[src/rtl/shift_pkg.sv]
// ---- shift_pkg : shared encodings for shift_reg_ctrl (rev 1.0) ----
`default_nettype none

package shift_pkg;

   localparam logic [1:0] MODE_HOLD = 2'b00;
   localparam logic [1:0] MODE_SHR  = 2'b01;
   localparam logic [1:0] MODE_SHL  = 2'b10;
   localparam logic [1:0] MODE_LOAD = 2'b11;

   localparam logic DIR_SHR = 1'b0;
   localparam logic DIR_SHL = 1'b1;

   typedef enum logic [1:0] {
      IDLE  = 2'd0,
      BURST = 2'd1,
      DONE  = 2'd2
   } state_t;

endpackage

`default_nettype wire

[src/rtl/shift_reg_ctrl_burst_counter.sv]
// ---- burst_counter : loadable down-counter with registered last flag (rev 1.0) ----
`default_nettype none

module burst_counter #(
   parameter int CW = 4
) (
   input  logic          clk,
   input  logic          rst_n,
   input  logic          load,
   input  logic [CW-1:0] load_val,
   input  logic          dec,
   output logic          last
);

   logic [CW-1:0] cnt_q, cnt_d;
   logic          last_q, last_d;

   always_comb begin
      cnt_d = cnt_q;
      if (load) begin
         cnt_d = load_val;
      end else if (dec && (cnt_q != '0)) begin
         cnt_d = cnt_q - CW'(1);
      end
      // Flag is computed from the next count so it is valid the cycle cnt==1
      last_d = (cnt_d == CW'(1));
   end

   always_ff @(posedge clk) begin
      if (!rst_n) begin
         cnt_q  <= '0;
         last_q <= 1'b0;
      end else begin
         cnt_q  <= cnt_d;
         last_q <= last_d;
      end
   end

   assign last = last_q;

endmodule

`default_nettype wire

[src/rtl/shift_reg_ctrl.sv]
// ---- shift_reg_ctrl : universal shift register with N-step burst shifter (rev 1.0) ----
`default_nettype none

module shift_reg_ctrl
   import shift_pkg::*;
#(
   parameter int WIDTH  = 8,
   parameter bit ROTATE = 1'b0,
   parameter int CW     = $clog2(WIDTH + 1)
) (
   input  logic             clk,
   input  logic             rst_n,
   input  logic             en,
   input  logic [1:0]       mode,
   input  logic [WIDTH-1:0] d,
   input  logic             sin,
   input  logic             start,
   input  logic [CW-1:0]    nshift,
   input  logic             dir,
   output logic [WIDTH-1:0] q,
   output logic             sout,
   output logic             busy,
   output logic             done
);

   localparam logic [CW-1:0] WIDTH_CNT = CW'(WIDTH);

   state_t           state_q, state_d;
   logic [WIDTH-1:0] q_q, q_d;
   logic             sout_q, sout_d;
   logic             busy_q, busy_d;
   logic             done_q, done_d;
   logic             dir_q, dir_d;

   logic             cnt_load, cnt_dec, cnt_last;
   logic [CW-1:0]    cnt_val;
   logic             shr_in, shl_in;
   logic [WIDTH-1:0] shr_q, shl_q;

   burst_counter #(.CW(CW)) u_burst_counter (
      .clk      (clk),
      .rst_n    (rst_n),
      .load     (cnt_load),
      .load_val (cnt_val),
      .dec      (cnt_dec),
      .last     (cnt_last)
   );

   always_comb begin
      shr_in = ROTATE ? q_q[0]       : sin;
      shl_in = ROTATE ? q_q[WIDTH-1] : sin;
      shr_q  = {shr_in, q_q[WIDTH-1:1]};
      shl_q  = {q_q[WIDTH-2:0], shl_in};
      // Oversized burst requests saturate at a full-register shift
      cnt_val = (nshift > WIDTH_CNT) ? WIDTH_CNT : nshift;
   end

   always_comb begin
      state_d  = state_q;
      q_d      = q_q;
      sout_d   = sout_q;
      busy_d   = busy_q;
      done_d   = 1'b0;
      dir_d    = dir_q;
      cnt_load = 1'b0;
      cnt_dec  = 1'b0;
      case (state_q)
         IDLE: begin
            if (start) begin
               dir_d    = dir;
               cnt_load = 1'b1;
               if (cnt_val == '0) begin
                  state_d = DONE;
                  done_d  = 1'b1;
               end else begin
                  state_d = BURST;
                  busy_d  = 1'b1;
               end
            end else if (en) begin
               case (mode)
                  MODE_SHR: begin
                     q_d    = shr_q;
                     sout_d = q_q[0];
                  end
                  MODE_SHL: begin
                     q_d    = shl_q;
                     sout_d = q_q[WIDTH-1];
                  end
                  MODE_LOAD: q_d = d;
                  default:   q_d = q_q;
               endcase
            end
         end
         BURST: begin
            cnt_dec = 1'b1;
            if (dir_q == DIR_SHL) begin
               q_d    = shl_q;
               sout_d = q_q[WIDTH-1];
            end else begin
               q_d    = shr_q;
               sout_d = q_q[0];
            end
            if (cnt_last) begin
               state_d = DONE;
               busy_d  = 1'b0;
               done_d  = 1'b1;
            end
         end
         DONE:    state_d = IDLE;
         default: state_d = IDLE;
      endcase
   end

   always_ff @(posedge clk) begin
      if (!rst_n) begin
         state_q <= IDLE;
         q_q     <= '0;
         sout_q  <= 1'b0;
         busy_q  <= 1'b0;
         done_q  <= 1'b0;
         dir_q   <= 1'b0;
      end else begin
         state_q <= state_d;
         q_q     <= q_d;
         sout_q  <= sout_d;
         busy_q  <= busy_d;
         done_q  <= done_d;
         dir_q   <= dir_d;
      end
   end

   assign q    = q_q;
   assign sout = sout_q;
   assign busy = busy_q;
   assign done = done_q;

endmodule

`default_nettype wire

[config.mk]
export PLATFORM = sky130hd
export DESIGN_NAME = shift_reg_ctrl
export DESIGN_NICKNAME = d
export VERILOG_FILES = /design/src/rtl/shift_pkg.sv /design/src/rtl/shift_reg_ctrl_burst_counter.sv /design/src/rtl/shift_reg_ctrl.sv
export SDC_FILE = /design/constraint.sdc
export NUM_CORES = 1
export LEC_CHECK = 0
export BUFFER_PORTS_ARGS = -buffer_cell sky130_fd_sc_hd__buf_2
export CAP_MARGIN = 20
export CELL_PAD_IN_SITES_DETAIL_PLACEMENT = 0
export CELL_PAD_IN_SITES_GLOBAL_PLACEMENT = 1
export CORE_MARGIN = 3
export CORE_UTILIZATION = 38
export CTS_CLUSTER_DIAMETER = 200
export DETAILED_ROUTE_END_ITERATION = 16
export HOLD_SLACK_MARGIN = 0.12
export PLACE_DENSITY_LB_ADDON = 0.12
export SYNTH_ARGS = -nofsm -noshare
export SYNTH_HDL_FRONTEND = slang
export SYNTH_SLANG_ARGS = --single-unit
[constraint.sdc]
create_clock -name clk -period 2.19 [get_ports clk]
set_clock_uncertainty 0.15 [all_clocks]
set_input_delay 0.1095 -clock clk [delete_from_list [all_inputs] [get_ports clk]]
set_output_delay 0.1095 -clock clk [all_outputs]
set_load 0.1 [all_outputs]
==> results.md, run 1 <==
- Synth async-reset ratio: 0%
- Crit-path max FO: 3
- Critical-path top delay cell: or4_1
- Initial antenna violation count: 0
- Max Cap Viol: 0
- Clk root buf: clkbuf_4
- Max Buffers Root-to-Sink: 2
- GP Congestion: 0.8383
- Pwr dens: 667.3 nW/um2
- Compound-Gate Fraction of Synth Area: 28.97%
- Final min period: 2.068 ns
- Synth warnings: 0
- Post-synthesis cell area: 1222 um2
- Final period util: 94.41%
- Final cell count without fillers: 228
- Max Transition Viols Final: 0
- Most used cell, CP: dlygate4sd3_1
- Cell taking the most area after synthesis: dfxtp_1
- Sum Neg Setup Slack: 0 ns
- CTS H-tree depth: 1
- Synth area leaders: dfxtp_1, mux2i_1, a21oi_1
- Via density: 5.610
- Combinational share of power: 41.0%
- Clock power share: 17.8%
- Inserted Diodes: 0
- R2R Path Start: state_q[0]
- Die Area: 3933 um2
- DR iter-0 viols: 57
- Syn_area_per_cell: 8.373 um2
- Clock transition at path regs: 0.11 ns
- Post-synthesis adder-cell area fraction: 4.094%
- Worst VDD drop: 0.0003612 V
- Critical path class: in -> reg
- Largest net degree at the start of global routing: 13
- Final Util: 53.28%
- Total global-route track usage: 18.57%
- Share of cells above drive strength 1: 24.19%
- First-pass GRT wire length: 5913 um
- Clock sinks: 19
- Crit path DAT: 2.13 ns
- Grt ovf: 0
- CP peak stage delay: 0.58 ns
- Commonest cells post-synth: dfxtp_1, a21oi_1, nor2_1, o21ai_0
- Clk Latency, worst-skew pair: 0.30 ns
- Avg WL per Cell: 15.12 um
- Antenna-violating nets left: 0
- Worst path cell trace: dlygate4sd3_1 > buf_2 > or4_1 > a31oi_1 > dlygate4sd3_1 > nor2_1
- Worst setup SP type: input pin
- Syn nets: 170
- WP data required: 2.25 ns
- Post-Synth Simple-Gate Area: 21.90%
- Largest family of logic cells by synthesized area: compound AO/OA/AOI/OAI gates
- CTS tree: done
- Sw frac: 42.98%
- Pint: 0.5879 mW
- Post-synthesis sequential area ratio: 31.12%
- IO Port Bufs: 30
- Most common flop cell mapped by yosys: dfxtp_1
- FP Rows: 19
- Crit path capture type: flip-flop
- Post-DP HPWL: 2468 um
- CORE AREA: 2900 um2
- # IOs: 31
- Detailed Routing Iterations Pass 1: 4
- Peak Freq: 0.4837 GHz
- Endpoints failing hold: 0
- Unrepaired setup endpoints after global routing: false
- Slew margin rel.: 67.75%
- Sequential share of power: 41.2%
- Worst slew pin tran: 0.4871 ns
- Starting Density: 42.15%
- Placed Cells: 213
- Leak: 0.6725 nW
- Die Wd: 62.72 um
- Top cell type's share of synthesized area: 31.12%
- Synth cell types: 42
- Final net count: 211
- Hold_sp: d[2]
- Resize count post-CTS: 0
- Most frequent cell after synthesis: dfxtp_1
- # DRC: 0
- CTS Buf Count: 3
- Seq cells post-synth: 19
- Post-synthesis mux area share: 7.881%
- Xor and xnor area share after synthesis: 0%
- Layout area overhead: 26.41%
- Net switching power: 0.4432 mW
- Vias in the first global route: 1223
- Worst Hold Class: in -> reg
- Die Ht: 62.72 um
- Crit path from: nshift[0]
- Final wirelength: 3447 um
- Synthesized instance count: 146
- Number of flops mapped to enable cells by yosys: 0
- Outcome: complete, no violations
- Vias: 1279
- Setup violations, final: 0
[worst max-delay path, delay by kind of cell]
kind / cells / cell delay, ns
compound gates: 1 / 0.18
simple gates: 2 / 0.62
buf+inv: 3 / 1.21
[logic make-up (layout without fill, tap and decap cells)]
| group | count (synthesis) | after routing |
|---|---|---|
| compound gates | 51 | 51 |
| fa+ha+maj | 4 | 4 |
| simple gates | 46 | 46 |
| flops | 19 | 19 |
| mux | 9 | 9 |
| buf+inv | 17 | 57 |
[power by group through the flow]
stage               sequential [mW]  clock, mW  combinational [mW]
floorplan                     0.555          0               0.189
global placement              0.430          0               0.398
detailed placement            0.432          0               0.401
CTS                           0.424      0.192               0.420
global route                  0.431      0.213               0.457
finish                        0.425      0.184               0.423
[final cells by class]
type,count,area (um2)
clock buffer,3,22.52
clock inverter,1,5.005
fill,299,1355
inverter,9,33.78
multi-input combinational,110,768.2
sequential,19,380.4
tap,42,52.55
timing repair buffer,44,282.8
[registers in the layout (all words and copies together), names as in the netlist]
name	count
u_burst_counter.cnt_q	4
q	8
sout	1
state_q	2
dir_q	1
u_burst_counter.last	1
busy	1
done	1
[metrics by stage]
step | hold slack [ns] | setup WS (ns) | total power [mW] | instance area (um2)
5_1_grt | 0.1913 | 0.07993 | 1.101 | 1545
4_1_cts | 0.1741 | 0.1283 | 1.035 | 1545
3_3_place_gp | 0.2006 | 0.3239 | 0.8278 | 1408
2_1_floorplan | 0.08121 | 0.1535 | 0.7437 | 1222
3_5_place_dp | 0.2125 | 0.3517 | 0.8326 | 1408
6_report | 0.1798 | 0.1225 | 1.031 | 1545
[what timing repair did]
item	in CTS	in global routing
buffers inserted	0	0
hold buffers	11	0
hold endpoints to repair	11	0
[cell usage in the layout (no fill, tap or decap), types with 3 or more instances in the layout]
master / count
mux2i_1: 7
buf_2: 30
dlygate4sd3_1: 11
nor2b_1: 3
a311oi_1: 3
clkbuf_4: 3
o21ai_0: 9
inv_1: 8
a21oi_1: 13
a211o_1: 4
ha_1: 4
nand3_1: 3
a22o_1: 6
nor2_1: 9
buf_4: 3
nand4_1: 4
nand2_1: 8
a31oi_1: 3
dfxtp_1: 19
a211oi_1: 3
nand3b_1: 3
[routing by layer]
metal / GRT usage (%) / share of wire [%]
met4: 6.887 / 3.0
met5: 0 / 0
met2: 26.76 / 44
met1: 26.14 / 49
met3: 5.036 / 4.4
[worst paths after layout]
path / end / slack (ns) / cells after the start
max: state_q[0] / 0.12 / 6
max reg2reg: u_burst_counter.last / 0.24 / 5
min: q[2] / 0.18 / 5
min reg2reg: busy / 0.35 / 1
Note: power is estimated with default switching activity, not from simulation.
==> run 2: changes to the inputs <==
- RECOVER_POWER: not set -> 50
==> run 2 against run 1 <==
  * Sequential power about the same
  * Critical path depth is the same
  * Largest power group unchanged
  * Final cell count unchanged
  * Sequential share of layout area rose by 0.20 points
  * Setup slack worse by 0.0092 ns
  * Wire length rose by 0.70%
  * Sequential cell count is the same
==> results.md, run 2 (synthesized netlist as in run 1, its figures left out) <==
- Final net count: 211 (unchanged)
- Final min period: 2.077 ns (was 2.068 ns)
- # IOs: 31 (unchanged)
- Critical path class: in -> reg (unchanged)
- Commonest non-fill, non-tap cells in the layout: dfxtp_1, buf_2, a21oi_1 (was buf_2, dfxtp_1, a21oi_1)
- Pwr dens: 670.0 nW/um2 (was 667.3 nW/um2)
- Endpoints failing hold: 0 (unchanged)
- WP data required: 2.25 ns (about the same)
- Worst slew pin tran: 1.166 ns (was 0.4871 ns)
- Bufs and invs on worst path: 3 (unchanged)
- CTS Buf Count: 3 (unchanged)
- Peak Freq: 0.4815 GHz (was 0.4837 GHz)
- Sum Neg Setup Slack: 0 ns (unchanged)
- Max reg flops: 8 (unchanged)
- Post-DP HPWL: 2468 um (unchanged)
- First-pass GRT wire length: 5913 um (unchanged)
- Unrepaired setup endpoints after global routing: false (unchanged)
- Total global-route track usage: 18.57% (unchanged)
- Vias in the first global route: 1223 (unchanged)
- Die Area: 3933 um2 (unchanged)
- Final cell count without fillers: 228 (unchanged)
- Clock sinks: 19 (unchanged)
- Most used cell, CP: dlygate4sd3_1 (unchanged)
- Starting Density: 42.15% (unchanged)
- Worst setup SP type: input pin (unchanged)
- Max Buffers Root-to-Sink: 2 (unchanged)
- Final hold slack: 0.1798 ns (about the same)
- Inserted Diodes: 0 (unchanged)
- Worst VDD drop: 0.0003600 V (was 0.0003612 V)
- Detailed Routing Iterations Pass 1: 7 (was 4)
- Antenna-violating nets left: 0 (unchanged)
- Crit path from: nshift[0] (unchanged)
- Crit-path max FO: 3 (unchanged)
- Worst Hold Class: in -> reg (unchanged)
- Hold_sp: d[2] (unchanged)
- Die Ht: 62.72 um (unchanged)
- Max Cap Viol: 0 (unchanged)
- Clk root buf: clkbuf_4 (unchanged)
- IO Port Bufs: 30 (unchanged)
- Crit path capture type: flip-flop (unchanged)
- CTS tree: done (unchanged)
- Final wirelength: 3471 um (was 3447 um)
- Largest net degree at the start of global routing: 13 (unchanged)
- R2R Path Start: u_burst_counter.cnt_q[0] (was state_q[0])
- Cell family with the largest share of critical-path delay: buffers and inverters (unchanged)
- # DRC: 0 (unchanged)
- Clock transition at path regs: 0.11 ns (about the same)
- Max Transition Viols Final: 0 (unchanged)
- GP Congestion: 0.8383 (unchanged)
- Resize count post-CTS: 0 (unchanged)
- Via density: 5.627 (was 5.610)
- Layout area overhead: 25.38% (was 26.41%)
- DR iter-0 viols: 48 (was 57)
- Worst path cell trace: dlygate4sd3_1 > buf_2 > or4_1 > a31oi_1 > dlygate4sd3_1 > nor2_1 (unchanged)
- Share of cells above drive strength 1: 20.43% (was 24.19%)
- Setup violations, final: 0 (unchanged)
- Critical-path top delay cell: or4_1 (unchanged)
- PnR Total Power: 1.027 mW (was 1.031 mW)
- Grt ovf: 0 (unchanged)
- Final period util: 94.83% (was 94.41%)
- Vias: 1283 (was 1279)
- Initial antenna violation count: 0 (unchanged)
- FP Rows: 19 (unchanged)
- Outcome: complete, no violations (unchanged)
- # fillers: 305 (was 299)
- Clk Latency, worst-skew pair: 0.30 ns (about the same)
- Leak: 0.6419 nW (was 0.6725 nW)
- Die Wd: 62.72 um (unchanged)
- CORE AREA: 2900 um2 (unchanged)
- Crit path DAT: 2.13 ns (about the same)
- Avg WL per Cell: 15.22 um (was 15.12 um)
- Placed Cells: 213 (unchanged)
- CP peak stage delay: 0.59 ns (was 0.58 ns)
- Slew margin rel.: 22.63% (was 67.75%)
- CTS H-tree depth: 1 (unchanged)
-- run 2: path summary, 6_finish.rpt --
| kind | end | slack [ns] | depth (start not counted) |
|---|---|---|---|
| worst max-delay path | state_q[0] | 0.11 | 6 |
| worst min-delay path | q[2] | 0.18 | 5 |
| worst max register to register | u_burst_counter.last | 0.23 | 6 |
| worst min register to register | busy | 0.36 | 1 |
-- run 2: per-stage QoR --
step	instance area (um2)	setup WS, ns	util [%]
floorplan	1222	0.1535	-
CTS	1545	0.1283	53.28
global route	1533	0.07997	52.85
finish	1533	0.1133	52.85
global placement	1408	0.3239	48.53
detailed placement	1408	0.3517	48.53
-- run 2: area by class of cell --
cell class / count / area, um2 / area share [%]
clock buffer: 3 / 22.52 / 1.469
tap: 42 / 52.55 / 3.429
inverter: 9 / 33.78 / 2.204
sequential: 19 / 380.4 / 24.82
clock inverter: 1 / 5.005 / 0.3265
multi-input combinational: 110 / 763.2 / 49.80
timing repair buffer: 44 / 275.3 / 17.96
-- run 2: metal layers --
layer  wire, um  track usage, %
met3        147           5.036
met4        110           6.887
met5          0               0
met2       1497           26.76
met1       1716           26.14
-- run 2: tightest hold or removal path, delay by kind of cell --
kind	cells	cell delay, ns
buf+inv	1	0.08
compound gates	3	0.32
simple gates	1	0.09
-- run 2: repair_timing --
action,CTS,global route
hold buffers,11,0
endpoints found under the hold margin,11,0
buffers inserted,0,0
-- run 2: report_power, final --
part / switching, mW / internal [mW] / leakage, nW
clock network: 0.115 / 0.0680 / 0.0177
registers: 0.0458 / 0.379 / 0.156
logic: 0.282 / 0.137 / 0.468
==> run 3: changes to the inputs <==
- PLACE_DENSITY_LB_ADDON: 0.12 -> 0.1
==> run 3 against run 2 <==
  * Setup slack gained 0.097 ns
  * Utilization shrank 0.39 points
  * Critical path depth down 2
  * Combinational power decreased by 2%
  * Fmax up 4.9%
  * Register-to-register slack worse by 0.02 ns
==> results.md, run 3 (synthesized netlist as in run 1, its figures left out) <==
- Endpoints failing hold: 0 (unchanged)
- Critical path class: reg -> reg (was in -> reg)
- Vias in the first global route: 1163 (was 1223)
- Clock transition at path regs: 0.11 ns (about the same)
- Worst slew pin tran: 1.171 ns (was 1.166 ns)
- Clk Latency, worst-skew pair: 0.30 ns (about the same)
- WHS Endpoint: q[0] (was q[2])
- Final wirelength: 3497 um (was 3471 um)
- CTS H-tree depth: 1 (unchanged)
- Pre-CTS setup slack: 0.2549 ns (was 0.3517 ns)
- WP data required: 2.26 ns (was 2.25 ns)
- Placed Cells: 213 (unchanged)
- Share of cells above drive strength 1: 18.38% (was 20.43%)
- Number of cells on the worst hold path: 5 (unchanged)
- Reg area: 380.4 um2 (unchanged)
- Leak: 0.6242 nW (was 0.6419 nW)
- Final period util: 90.40% (was 94.83%)
- Clk root buf: clkbuf_4 (unchanged)
- Worst setup SP type: flip-flop (was input pin)
- Vias: 1252 (was 1283)
- CP peak stage delay: 0.65 ns (was 0.59 ns)
- Grt ovf: 0 (unchanged)
- Max reg flops: 8 (unchanged)
- Worst VDD drop: 0.0003268 V (was 0.0003600 V)
- Crit path DAT: 2.05 ns (was 2.13 ns)
- Cell family with the largest share of critical-path delay: flip-flops (was buffers and inverters)
- Unrepaired setup endpoints after global routing: false (unchanged)
- Avg WL per Cell: 15.41 um (was 15.22 um)
- Outcome: complete, no violations (unchanged)
- Final min period: 1.980 ns (was 2.077 ns)
- GP Congestion: 0.8553 (was 0.8383)
- Clock power share: 17.7% (was 17.8%)
- DR iter-0 viols: 66 (was 48)
- # IOs: 31 (unchanged)
- IO Port Bufs: 30 (unchanged)
- Sw frac: 42.75% (was 43.13%)
- Hold_sp: d[0] (was d[2])
- Commonest non-fill, non-tap cells in the layout: dfxtp_1, buf_2, a21oi_1 (unchanged)
- Inserted Diodes: 0 (unchanged)
- Via density: 5.515 (was 5.627)
- Total global-route track usage: 18.44% (was 18.57%)
- CTS Buf Count: 3 (unchanged)
- Final cell count without fillers: 227 (was 228)
- Crit-path max FO: 14 (was 3)
- Net switching power: 0.4348 mW (was 0.4429 mW)
- Pint: 0.5823 mW (was 0.5840 mW)
- Critical-path top delay cell: dfxtp_1 (was or4_1)
- First-pass GRT wire length: 5885 um (was 5913 um)
- Die Area: 3933 um2 (unchanged)
- Detailed Routing Iterations Pass 1: 4 (was 7)
- Bufs and invs on worst path: 0 (was 3)
- Final worst setup slack: 0.2101 ns (was 0.1133 ns)
- CORE AREA: 2900 um2 (unchanged)
- Final Util: 52.46% (was 52.85%)
- FP Rows: 19 (unchanged)
- Max Transition Viols Final: 0 (unchanged)
- # DRC: 0 (unchanged)
- Clock sinks: 19 (unchanged)
- Starting Density: 42.15% (unchanged)
- Post-route cell area: 1521 um2 (was 1533 um2)
- Sum Neg Setup Slack: 0 ns (unchanged)
- # fillers: 295 (was 305)
- Final hold slack: 0.1768 ns (was 0.1798 ns)
- Worst path cell trace: nand2b_1 > mux2_4 > mux2i_1 > a311oi_1 (was dlygate4sd3_1 > buf_2 > or4_1 > a31oi_1 > dlygate4sd3_1 > nor2_1)
- Reg-to-reg endpoint: sout (was u_burst_counter.last)
- Max Cap Viol: 0 (unchanged)
- PnR Total Power: 1.017 mW (was 1.027 mW)
- Multi-input gate area: 768.2 um2 (was 763.2 um2)
- Antenna-violating nets left: 0 (unchanged)
- Sequential share of power: 42.1% (was 41.4%)
- Initial antenna violation count: 0 (unchanged)
- R2R Path Start: state_q[0] (was u_burst_counter.cnt_q[0])
- Die Ht: 62.72 um (unchanged)
- Die Wd: 62.72 um (unchanged)
- Slew margin rel.: 22.30% (was 22.63%)
- Setup violations, final: 0 (unchanged)
- Final net count: 210 (was 211)
- Layout area overhead: 24.46% (was 25.38%)
- Peak Freq: 0.5051 GHz (was 0.4815 GHz)
- Post-DP Area: 1408 um2 (unchanged)
- Pwr dens: 668.5 nW/um2 (was 670.0 nW/um2)
- Resize count post-CTS: 0 (unchanged)
- CTS tree: done (unchanged)
- Max Buffers Root-to-Sink: 2 (unchanged)
- Largest net degree at the start of global routing: 15 (was 13)
- R2r worst-path depth: 4 (was 6)
- Crit path capture type: flip-flop (unchanged)
- Flop2flop setup slack: 0.21 ns (was 0.23 ns)
- Worst Hold Class: in -> reg (unchanged)
- Combinational share of power: 40.2% (was 40.8%)
- Post-DP HPWL: 2450 um (was 2468 um)
[run 3: cell types whose count changed in the layout (fill, tap and decap cells not counted)]
cell,delta
clkbuf_1,+5
clkbuf_2,-4
clkinv_2,-1
dlygate4sd3_1,-1
nor3b_1,-1
nor3b_2,+1
[run 3: final cells by class]
type	count	area share, %
inverter	9	2.220
tap	42	3.454
clock buffer	4	1.727
timing repair buffer	43	17.11
multi-input combinational	110	50.49
sequential	19	25.00
[run 3: tightest hold or removal path: stages]
cell and delay (ns):
buf_2 0.08, a22o_1 0.11, a211o_1 0.09, nand4_1 0.09, a21oi_1 0.12
[run 3: power by group through the flow]
stage | sequential, mW | clock, mW | combinational (mW)
after floorplan | 0.555 | 0 | 0.189
after global placement | 0.433 | 0 | 0.397
after detailed placement | 0.434 | 0 | 0.399
after CTS | 0.426 | 0.185 | 0.414
after global routing | 0.434 | 0.201 | 0.444
final | 0.428 | 0.180 | 0.409
[run 3: worst max path at each step]
stage / from / endpoint / slack [ns] / cells past startpoint
final: state_q[0] / sout / 0.21 / 4
after global routing: state_q[0] / sout / 0.007 / 4
after CTS: state_q[0] / sout / 0.23 / 4
after detailed placement: state_q[0] / sout / 0.25 / 4
after global placement: state_q[0] / sout / 0.37 / 4
after floorplan: q[5] / q[6] / 0.15 / 4
[run 3: what timing repair did]
item,4_1_cts,5_1_grt
endpoints found under the hold margin,11,0
hold buffers,10,0
setup buffers,0,0
[run 3: per-layer routing]
layer	GRT usage [%]	vias to the layer above	part of all wire, %
li1	-	631	-
met3	4.496	2	4.3
met5	0	-	0
met4	2.479	0	0.51
met2	26.36	31	43
met1	28.20	588	52
